<file path="src/rtl/hap_base_fetch.sv">
// Purpose: fetch a haplotype from consecutive SRAM words and stream it out one base per cycle.
// Latency: first out_valid RD_LAT+2 cycles after the start edge; one base per cycle after that.
// Backpressure: out_ready low holds the current base; SRAM reads stop once the word FIFO is committed.

// Purpose: generic word FIFO with valid/ready on both sides.
// Latency: one cycle from push to out_vld; head data is read combinationally.
// Backpressure: pushes are dropped when full, so the producer must track count before pushing.
module sync_fifo #(
    parameter int W     = 8,
    parameter int DEPTH = 4
) (
    input  logic                   clk,
    input  logic                   rst_n,
    input  logic                   in_vld,
    input  logic [W-1:0]           in_dat,
    output logic                   out_vld,
    input  logic                   out_rdy,
    output logic [W-1:0]           out_dat,
    output logic [$clog2(DEPTH):0] count
);
    localparam int PTR_W = $clog2(DEPTH);

    logic [W-1:0]     mem_q [DEPTH];
    logic [PTR_W-1:0] wr_ptr_q, wr_ptr_d;
    logic [PTR_W-1:0] rd_ptr_q, rd_ptr_d;
    logic [PTR_W:0]   count_q, count_d;
    logic             push, pop;

    assign push    = in_vld && (count_q != (PTR_W+1)'(DEPTH));
    assign pop     = out_rdy && (count_q != '0);
    assign out_vld = (count_q != '0);
    assign out_dat = mem_q[rd_ptr_q];
    assign count   = count_q;

    // Pointer and occupancy next-state; pointers wrap naturally because DEPTH is a power of two.
    always_comb begin
        wr_ptr_d = wr_ptr_q;
        rd_ptr_d = rd_ptr_q;
        count_d  = count_q;
        if (push) begin
            wr_ptr_d = wr_ptr_q + PTR_W'(1);
        end
        if (pop) begin
            rd_ptr_d = rd_ptr_q + PTR_W'(1);
        end
        case ({push, pop})
            2'b10:   count_d = count_q + (PTR_W+1)'(1);
            2'b01:   count_d = count_q - (PTR_W+1)'(1);
            default: count_d = count_q;
        endcase
    end

    // Pointer and occupancy registers.
    always_ff @(posedge clk or negedge rst_n) begin
        if (!rst_n) begin
            wr_ptr_q <= '0;
            rd_ptr_q <= '0;
            count_q  <= '0;
        end else begin
            wr_ptr_q <= wr_ptr_d;
            rd_ptr_q <= rd_ptr_d;
            count_q  <= count_d;
        end
    end

    // Storage array; contents are only observed through a non-empty head, so no reset is needed.
    always_ff @(posedge clk) begin
        if (push) begin
            mem_q[wr_ptr_q] <= in_dat;
        end
    end
endmodule

module hap_base_fetch #(
    parameter int WORD_W     = 64,
    parameter int ADDR_W     = 10,
    parameter int BASE_W     = 8,
    parameter int LEN_W      = 10,
    parameter int FIFO_DEPTH = 4,
    parameter int RD_LAT     = 2
) (
    input  logic              clk,
    input  logic              rst_n,
    input  logic              start,
    input  logic [ADDR_W-1:0] base_addr,
    input  logic [LEN_W-1:0]  hap_len,
    output logic              busy,
    output logic              done,
    output logic              sram_we,
    output logic [ADDR_W-1:0] sram_addr,
    input  logic [WORD_W-1:0] sram_rdata,
    output logic              out_valid,
    input  logic              out_ready,
    output logic [BASE_W-1:0] out_base,
    output logic              out_last
);
    localparam int BPW    = WORD_W / BASE_W;
    localparam int IDX_W  = (BPW > 1) ? $clog2(BPW) : 1;
    localparam int FCNT_W = $clog2(FIFO_DEPTH) + 1;
    localparam int OCC_W  = $clog2(FIFO_DEPTH + RD_LAT + 1) + 1;

    typedef enum logic [1:0] {IDLE, RUN, DONE} state_t;

    state_t            state_q, state_d;
    logic [LEN_W-1:0]  words_left_q, words_left_d;
    logic [LEN_W-1:0]  bases_left_q, bases_left_d;
    logic [ADDR_W-1:0] rd_ptr_q, rd_ptr_d;
    logic [ADDR_W-1:0] sram_addr_q, sram_addr_d;
    logic [IDX_W-1:0]  base_idx_q, base_idx_d;
    // Stage 0 marks the cycle the address is on the bus; stage RD_LAT marks valid sram_rdata.
    logic [RD_LAT:0]   tag_q, tag_d;

    logic [LEN_W:0]    len_round;
    logic [LEN_W-1:0]  words_calc;
    logic [OCC_W-1:0]  inflight;
    logic [FCNT_W-1:0] fifo_cnt;
    logic              fifo_vld;
    logic [WORD_W-1:0] head_word;
    logic [BASE_W-1:0] sel_base;
    logic              issue;
    logic              fire;
    logic              pop_word;
    logic              final_base;

    // Word count rounds up so a partial last word is still fetched; one extra bit avoids overflow.
    assign len_round  = {1'b0, hap_len} + (LEN_W+1)'(BPW - 1);
    assign words_calc = LEN_W'(len_round / (LEN_W+1)'(BPW));

    assign final_base = (bases_left_q == LEN_W'(1));
    assign out_valid  = fifo_vld && (state_q == RUN);
    assign fire       = out_valid && out_ready;
    assign pop_word   = fire && ((base_idx_q == IDX_W'(BPW - 1)) || final_base);
    assign out_last   = out_valid && final_base;
    assign out_base   = out_valid ? sel_base : '0;

    assign busy      = (state_q != IDLE);
    assign done      = (state_q == DONE);
    assign sram_we   = 1'b0;
    assign sram_addr = sram_addr_q;

    // Count reads in flight so the FIFO space they will need is already reserved.
    always_comb begin
        inflight = '0;
        for (int i = 0; i <= RD_LAT; i++) begin
            inflight = inflight + OCC_W'(tag_q[i]);
        end
    end

    assign issue = (state_q == RUN) && (words_left_q != '0) &&
                   ((OCC_W'(fifo_cnt) + inflight) < OCC_W'(FIFO_DEPTH));

    // Pick the current base out of the head word, LSB base first.
    always_comb begin
        sel_base = '0;
        for (int k = 0; k < BPW; k++) begin
            if (base_idx_q == IDX_W'(k)) begin
                sel_base = head_word[k*BASE_W +: BASE_W];
            end
        end
    end

    // Next-state logic: command acceptance, read issue and per-base bookkeeping.
    always_comb begin
        state_d      = state_q;
        words_left_d = words_left_q;
        bases_left_d = bases_left_q;
        rd_ptr_d     = rd_ptr_q;
        sram_addr_d  = sram_addr_q;
        base_idx_d   = base_idx_q;
        tag_d        = {tag_q[RD_LAT-1:0], issue};
        case (state_q)
            IDLE: begin
                if (start) begin
                    if (hap_len == '0) begin
                        state_d = DONE;
                    end else begin
                        state_d      = RUN;
                        words_left_d = words_calc;
                        bases_left_d = hap_len;
                        rd_ptr_d     = base_addr;
                        base_idx_d   = '0;
                    end
                end
            end
            RUN: begin
                if (issue) begin
                    sram_addr_d  = rd_ptr_q;
                    rd_ptr_d     = rd_ptr_q + ADDR_W'(1);
                    words_left_d = words_left_q - LEN_W'(1);
                end
                if (fire) begin
                    bases_left_d = bases_left_q - LEN_W'(1);
                    base_idx_d   = pop_word ? '0 : base_idx_q + IDX_W'(1);
                    if (final_base) begin
                        state_d = DONE;
                    end
                end
            end
            DONE: begin
                state_d = IDLE;
            end
            default: begin
                state_d = IDLE;
            end
        endcase
    end

    // State and datapath registers; reset also flushes the read-tag pipeline.
    always_ff @(posedge clk or negedge rst_n) begin
        if (!rst_n) begin
            state_q      <= IDLE;
            words_left_q <= '0;
            bases_left_q <= '0;
            rd_ptr_q     <= '0;
            sram_addr_q  <= '0;
            base_idx_q   <= '0;
            tag_q        <= '0;
        end else begin
            state_q      <= state_d;
            words_left_q <= words_left_d;
            bases_left_q <= bases_left_d;
            rd_ptr_q     <= rd_ptr_d;
            sram_addr_q  <= sram_addr_d;
            base_idx_q   <= base_idx_d;
            tag_q        <= tag_d;
        end
    end

    sync_fifo #(
        .W     (WORD_W),
        .DEPTH (FIFO_DEPTH)
    ) u_word_fifo (
        .clk     (clk),
        .rst_n   (rst_n),
        .in_vld  (tag_q[RD_LAT]),
        .in_dat  (sram_rdata),
        .out_vld (fifo_vld),
        .out_rdy (pop_word),
        .out_dat (head_word),
        .count   (fifo_cnt)
    );
endmodule

</file>
<file path="config.mk">
export PLATFORM = sky130hd
export DESIGN_NAME = hap_base_fetch
export DESIGN_NICKNAME = d
export VERILOG_FILES = /design/src/rtl/hap_base_fetch.sv
export SDC_FILE = /design/constraint.sdc
export NUM_CORES = 1
export LEC_CHECK = 0
export BUFFER_PORTS_ARGS = -buffer_cell sky130_fd_sc_hd__buf_4
export CAP_MARGIN = 10
export CORE_ASPECT_RATIO = 0.5
export CORE_MARGIN = 2
export CORE_UTILIZATION = 50
export CTS_CLUSTER_SIZE = 25
export DETAILED_ROUTE_END_ITERATION = 8
export PLACE_DENSITY = 0.79
export SLEW_MARGIN = 20
export SYNTH_ARGS = -nofsm -noshare
export SYNTH_HDL_FRONTEND = slang
export SYNTH_HIERARCHICAL = 1
export SYNTH_SLANG_ARGS = --single-unit
</file>
<file path="constraint.sdc">
create_clock -name clk -period 10.04 [get_ports clk]
set_input_delay 2.008 -clock clk [delete_from_list [all_inputs] [get_ports clk]]
set_output_delay 2.008 -clock clk [all_outputs]
set_load 0.05 [all_outputs]
</file>
# Word level (Yosys, flattened, before mapping)
# Memory sizes are Yosys's and may differ from the RTL's.
# Cells that the tools add are included.
word_totals:
  mem_count: 1
  input_bits: 88
  mem_bits_rw: 256
  word_cells: 97
  regBits: 55
  out_inout_bits: 23
memory_table:
  columns: ["name", "depth", "word_bits", "rd", "rd_clocked_by_memory_dff", "write_ports", "line_no", "source"]
  rows:
  - ["u_word_fifo.mem_q", 4, 64, 1, 0, 1, "23", "logic [W-1:0] mem_q [DEPTH];"]
op_classes:
  addsub: 12
  eq_ne: 18
  order_cmp: 1
  n_mux: 34
  reduce_logical: 21
op_table:
  columns: ["operator", "count"]
  rows:
  - ["$mux W10", 9]
  - ["$mux W8", 9]
  - ["$pmux W10 S2", 3]
  - ["$sub A10 B1 Y10 const B", 2]
  - ["$eq A3 B3 Y1 const B", 4]
  - ["$mux W3", 4]
  - ["$pmux W3 S2", 2]
  - ["$add A10 B3 Y11 const B", 1]
  - ["$add A10 B1 Y10 const B", 1]
  - ["$eq A10 B1 Y1 const B", 1]
  - ["$logic_not A10 Y1", 1]
  - ["$ne A2 B2 Y1 const B", 5]
  - ["$reduce_bool A10 Y1", 1]
  - ["$logic_and A1 B1 Y1", 8]
  - ["$mux W2", 4]
  - ["$reduce_and A4 Y1", 2]
  - ["$add A3 B1 Y3 const B", 2]
  - ["$eq A3 B2 Y1 const B", 2]
  - ["$reduce_bool A2 Y1", 3]
  - ["$add A2 B1 Y2 const B", 2]
  - ["$add A3 B3 Y4", 1]
  - ["$eq A2 B1 Y1 const B", 2]
  - ["$eq A2 B2 Y1 const B", 2]
  - ["$lt A4 B3 Y1 const B", 1]
  - ["13 further kinds", 14]

# Depth between registers and ports, before layout
depth:
  depth_word: 10
  mapped_depth: 13
  mapped_depth_nobuf: 12

# Cells and area by module
# Netlist, hierarchy kept.
by_module_without_submodules:
  columns: ["mod", "n_inst", "area_per_inst_um2", "seq_area_each_um2", "cells_per_inst"]
  rows:
  - ["sync_fifo", 1, 9648.0, 7862.5, 372]
  - ["hap_base_fetch", 1, 3547.2, 1201.2, 432]

# Least setup slack after synthesis
# Ideal clock, no wire load.
synth_path:
  kind: "register -> output"
  from: "register base_idx_q[0]"
  to: "output out_base[0]"
  path_slack_ps: 5379
  arrival_time_ps: 2653
  path_stages_with_launch: 9
  path_buffers: 1
  t_required_ps: 8032
  path_cell_list: "dfrtp_1 -> inv_1 -> ha_1 -> buf_2 -> nor2b_1 -> a21oi_1 -> o21ai_0 -> nand3_1 -> a221oi_1"
synth_via:
  elab_chain_len: 10
  word_cells_on_any_way: 17
  cone_classes: "eq/ne (7); mux (9); reduce/logical (1)"
synth_rtl:
  columns: ["item", "line_no", "source"]
  rows:
  - ["start: declaration", "109", "logic [IDX_W-1:0] base_idx_q, base_idx_d;"]
  - ["start signal: assignment", "224", "base_idx_q <= base_idx_d;"]
  - ["$logic_not A3 Y1", "156", "if (base_idx_q == IDX_W'(k)) begin"]
  - ["$mux W8 (7 in a row)", "156", null]
  - ["$mux W8 (*)", "156", null]
  - ["$mux W8 (*)", "134", "assign out_base = out_valid ? sel_base : '0;"]
  - ["end: declaration", "94", "output logic [BASE_W-1:0] out_base,"]
# Every way passes the cells marked *; elsewhere a longest branch is shown, timed or not.

# Worst setup path in the final report
layout_path:
  from: "register u_word_fifo.rd_ptr_q[0]"
  to: "output out_base[6]"
layout_via:
  elab_chain_len: 10
layout_rtl:
  columns: ["item", "line_no", "source"]
  rows:
  - ["start: declaration", "25", "logic [PTR_W-1:0] rd_ptr_q, rd_ptr_d;"]
  - ["start signal: assignment", "61", "rd_ptr_q <= rd_ptr_d;"]
  - ["$mem_v2 Z4 W64", null, null]
  - ["net head_word[6]", "118", "logic [WORD_W-1:0] head_word;"]
  - ["$mux W8 (8 in a row)", "156", null]
  - ["$mux W8", "134", null]
# The timed path passes the listed nets, and every way through them passes these cells.

==> results.md <==
* Max incr delay on CP at roughly 0.77 ns
* Total grt overflow at 0
* Leak pwr at 5.38 nW
* Hold buffers post-CTS at 0
* Worst-margin pin slew at 1.09 ns
* Register bit total from synthesis at 311
* Seq pwr share at 0.402
* Min Tclk post-route at 5.66 ns
* Clock network power share at 0.226
* CTS Buf Count at 27
* Switching Fraction at 0.371
* Final hold vios at 0
* Switching Power at 1.73 mW
* H-tree Lvls at 1
* Setup violations, final at 0
* Worst path arrival time at approximately 3.7 ns
* Layout cell share with drive strength beyond 1 at 0.272
* Period utilization at 0.564
* Mean Syn Cell Area at roughly 16 sq um
* Warnings from Yosys at 6
* First-pass GRT wire length at about 45000 um
* CTS root buf: clkbuf_16
* ANT nets after route at 0
* Power per cell area at 307 nW/um^2
* Detail Placement HPWL at 17700 um
* Fin nets at 1019
* RSZ-0062 raised after global routing: false
* Synth cell types at 65
* EDFF count, synth at ~260
* Post-synth top flop: edfxtp_1
* Fmax at 0.177 GHz
* Clock sinks at 311
* Total Wirelength at 28500 um
* Final Wtd Congestion at ~0.80
* Post-DR wirelength/cell at 22.3 um
* Core area at between 20000 and 30000 sq um
* Most common cell type on the critical path: buf_4
* Final Skew at 0.00879 ns
* Most frequent cell after synthesis: edfxtp_1
* CTS tree: yes
* Initial antenna violation count at 0
* Max Cap Viol at 0
* Layout area overhead at 15.1%
* Comb power frac at 0.372
* Placed Area at between 10000 and 15000 sq um
* Via count at 7692
* Port buffer count at 109
* Crit-path max FO at 45
* P_int at about 2.9 mW
* Slew Viols, Final at 0
* Drt first-iter violations at approximately 930
* # diodes at 0
* Maximum vdd drop at 0.157 mV
* Setup TNS at 0 ns
* Area contributors post-synth: edfxtp_1, mux4_2, dfrtp_1
* Req. time, crit path at 8.03 ns
* Crit-path slowest cell: buf_4
* Critical path's top delay family: buffers and inverters
* Synth top cells by count: edfxtp_1, mux4_2, dfrtp_1
* Status: finished, final reports clean
* Io pins at 111
* Number of global-route vias before repair at 7860
* Site row count at 41
* CP endpoint kind: output port
* Post_cts resized at 0
* Gr usage total at 0.209
* Worst-path cell chain: buf_4 -> mux4_2 -> and3b_1 -> a21oi_1 -> o21ai_0 -> nand3_1 -> a221oi_1 -> buf_4
* Die W at 234 um
* Die area at between 20000 and 30000 sq um
* Syn nets at roughly 910
* Clk buf depth at 3
* Synth area leader: edfxtp_1
* Crit path buffers/inverters at 2
* Critical path class: flip-flop to output port
* Register area share after synthesis at 0.687
* Crit path launch type: flip-flop
* Starting Density at 0.517
* Clock latency on the worst-skew pair at 0.56 ns
* Area of the mapped netlist at 13200 sq um
* Slew Limit Headroom at 0.271
* Pin count of the biggest net entering global routing at 66
* Reg clk slew, reported paths at 0.07 ns
* Routed vias/inst at roughly 6
* Post-route cell area at ~15000 sq um
* DRT Pass-1 Iters at 8
* Chip height at 119 um
* Share of the synthesized area in the top cell type at 0.583
* HP Class: flip-flop to flip-flop
* Post-Synthesis Cells at between 800 and 900
* # DRC at 0
* FFs w/ async S/R, synth at 0.177
* Post-CTS Setup Bufs at 0
==> state kept, by name (all words and copies together) (netlist names) <==
name and flops:
base_idx_q 3, sram_addr 10, u_word_fifo/wr_ptr_q 2, state_q 2, u_word_fifo/count 3, bases_left_q 10, tag_q 3, rd_ptr_q 10
u_word_fifo/rd_ptr_q 2, u_word_fifo/mem_q 256, words_left_q 10
==> path summary, 6_finish.rpt <==
path	startpoint	end	slack (ns)	cells after the start
max	u_word_fifo/rd_ptr_q[0]$_DFFE_PN0P_	out_base[6]	4.38	8
min	tag_q[0]$_DFF_PN0_	tag_q[1]$_DFF_PN0_	0.38	0
max reg2reg	state_q[0]$_DFFE_PN0P_	u_word_fifo/count[2]$_DFFE_PN0P_	6.57	11
min reg2reg	tag_q[0]$_DFF_PN0_	tag_q[1]$_DFF_PN0_	0.38	0
max in group asynchronous	rst_n	u_word_fifo/rd_ptr_q[0]$_DFFE_PN0P_	7.99	1
min in group asynchronous	rst_n	sram_addr[5]$_DFFE_PN0P_	1.50	1
==> per-stage QoR <==
| step | worst slack [ns] | instances | util | total power [mW] | hold slack (ns) |
|---|---|---|---|---|---|
| 4_1_cts | 4.33 | 1277 | 0.594 | 4.67 | 0.381 |
| 5_1_grt | 4.12 | 1277 | 0.594 | 4.89 | 0.398 |
| 3_3_place_gp | 4.96 | 1227 | 0.560 | 3.57 | 0.366 |
| 3_5_place_dp | 4.97 | 1227 | 0.560 | 3.62 | 0.367 |
| 2_1_floorplan | 5.38 | 804 | - | 3.14 | 0.354 |
| 6_report | 4.38 | 1277 | 0.594 | 4.66 | 0.377 |
==> worst register-to-register path, cell delays in order (launching register included) <==
cell     delay, ns
dfrtp_1       1.07
nor2b_2       0.35
and2_1        0.49
nand2_1       0.10
nor2_1        0.13
and2_1        0.18
ha_1          0.19
inv_1         0.07
fa_1          0.42
xor2_1        0.15
nor2_1        0.11
xor2_1        0.15
==> logic make-up after synthesis <==
family / synth area share
DFF: 0.687
and+or+nand+nor: 0.0656
AOI/OAI and AO/OA: 0.0753
muxes: 0.121
buffers and inverters: 0.0239
adders and majority gates: 0.0192
xor gates and xnor gates: 0.00797
other: 0.000284
==> layer usage <==
metal,share of wire,GRT usage,up-vias,wire [um]
li1,-,-,3389,-
met1,0.42,0.299,3873,12000
met2,0.47,0.326,367,13300
met3,0.080,0.0421,63,2290
met4,0.031,0.0684,0,891
met5,0,0,-,0
==> power groups by stage <==
stage,clock network [mW],logic [mW],registers [mW]
6_report,1.05,1.73,1.87
5_1_grt,1.12,1.86,1.91
4_1_cts,1.07,1.73,1.87
3_5_place_dp,0,1.72,1.90
3_3_place_gp,0,1.69,1.88
2_1_floorplan,0,1.25,1.89
==> cell type report <==
| type | instances | area, sq um |
|---|---|---|
| clock buffer | 37 | 746 |
| clock inverter | 13 | 144 |
| fill | 1861 | 10400 |
| inverter | 23 | 86.3 |
| multi-input combinational | 432 | 3830 |
| sequential | 311 | 9070 |
| tap | 344 | 430 |
| timing repair buffer | 117 | 878 |
==> cell usage in the layout, fill, tap and decap left out, types with 3 or more instances in the layout <==
master / n
clkbuf_1: 7
ha_1: 17
or3_1: 5
clkinv_2: 5
nand2_1: 44
mux2_2: 11
buf_4: 117
and2_2: 3
o22ai_1: 13
and2_1: 5
o211ai_1: 7
nor3_1: 8
o21ai_0: 40
nand4_1: 3
mux4_2: 64
and3b_1: 8
xnor2_1: 7
nand3_1: 27
edfxtp_1: 256
a21oi_1: 53
nand2b_1: 14
nor2b_1: 5
a31oi_1: 6
xor2_1: 5
nor2_1: 22
clkbuf_16: 28
a22o_1: 11
dfrtp_1: 53
a221oi_1: 7
inv_1: 23
mux2i_1: 3
Power figures use the tool's default switching activity.
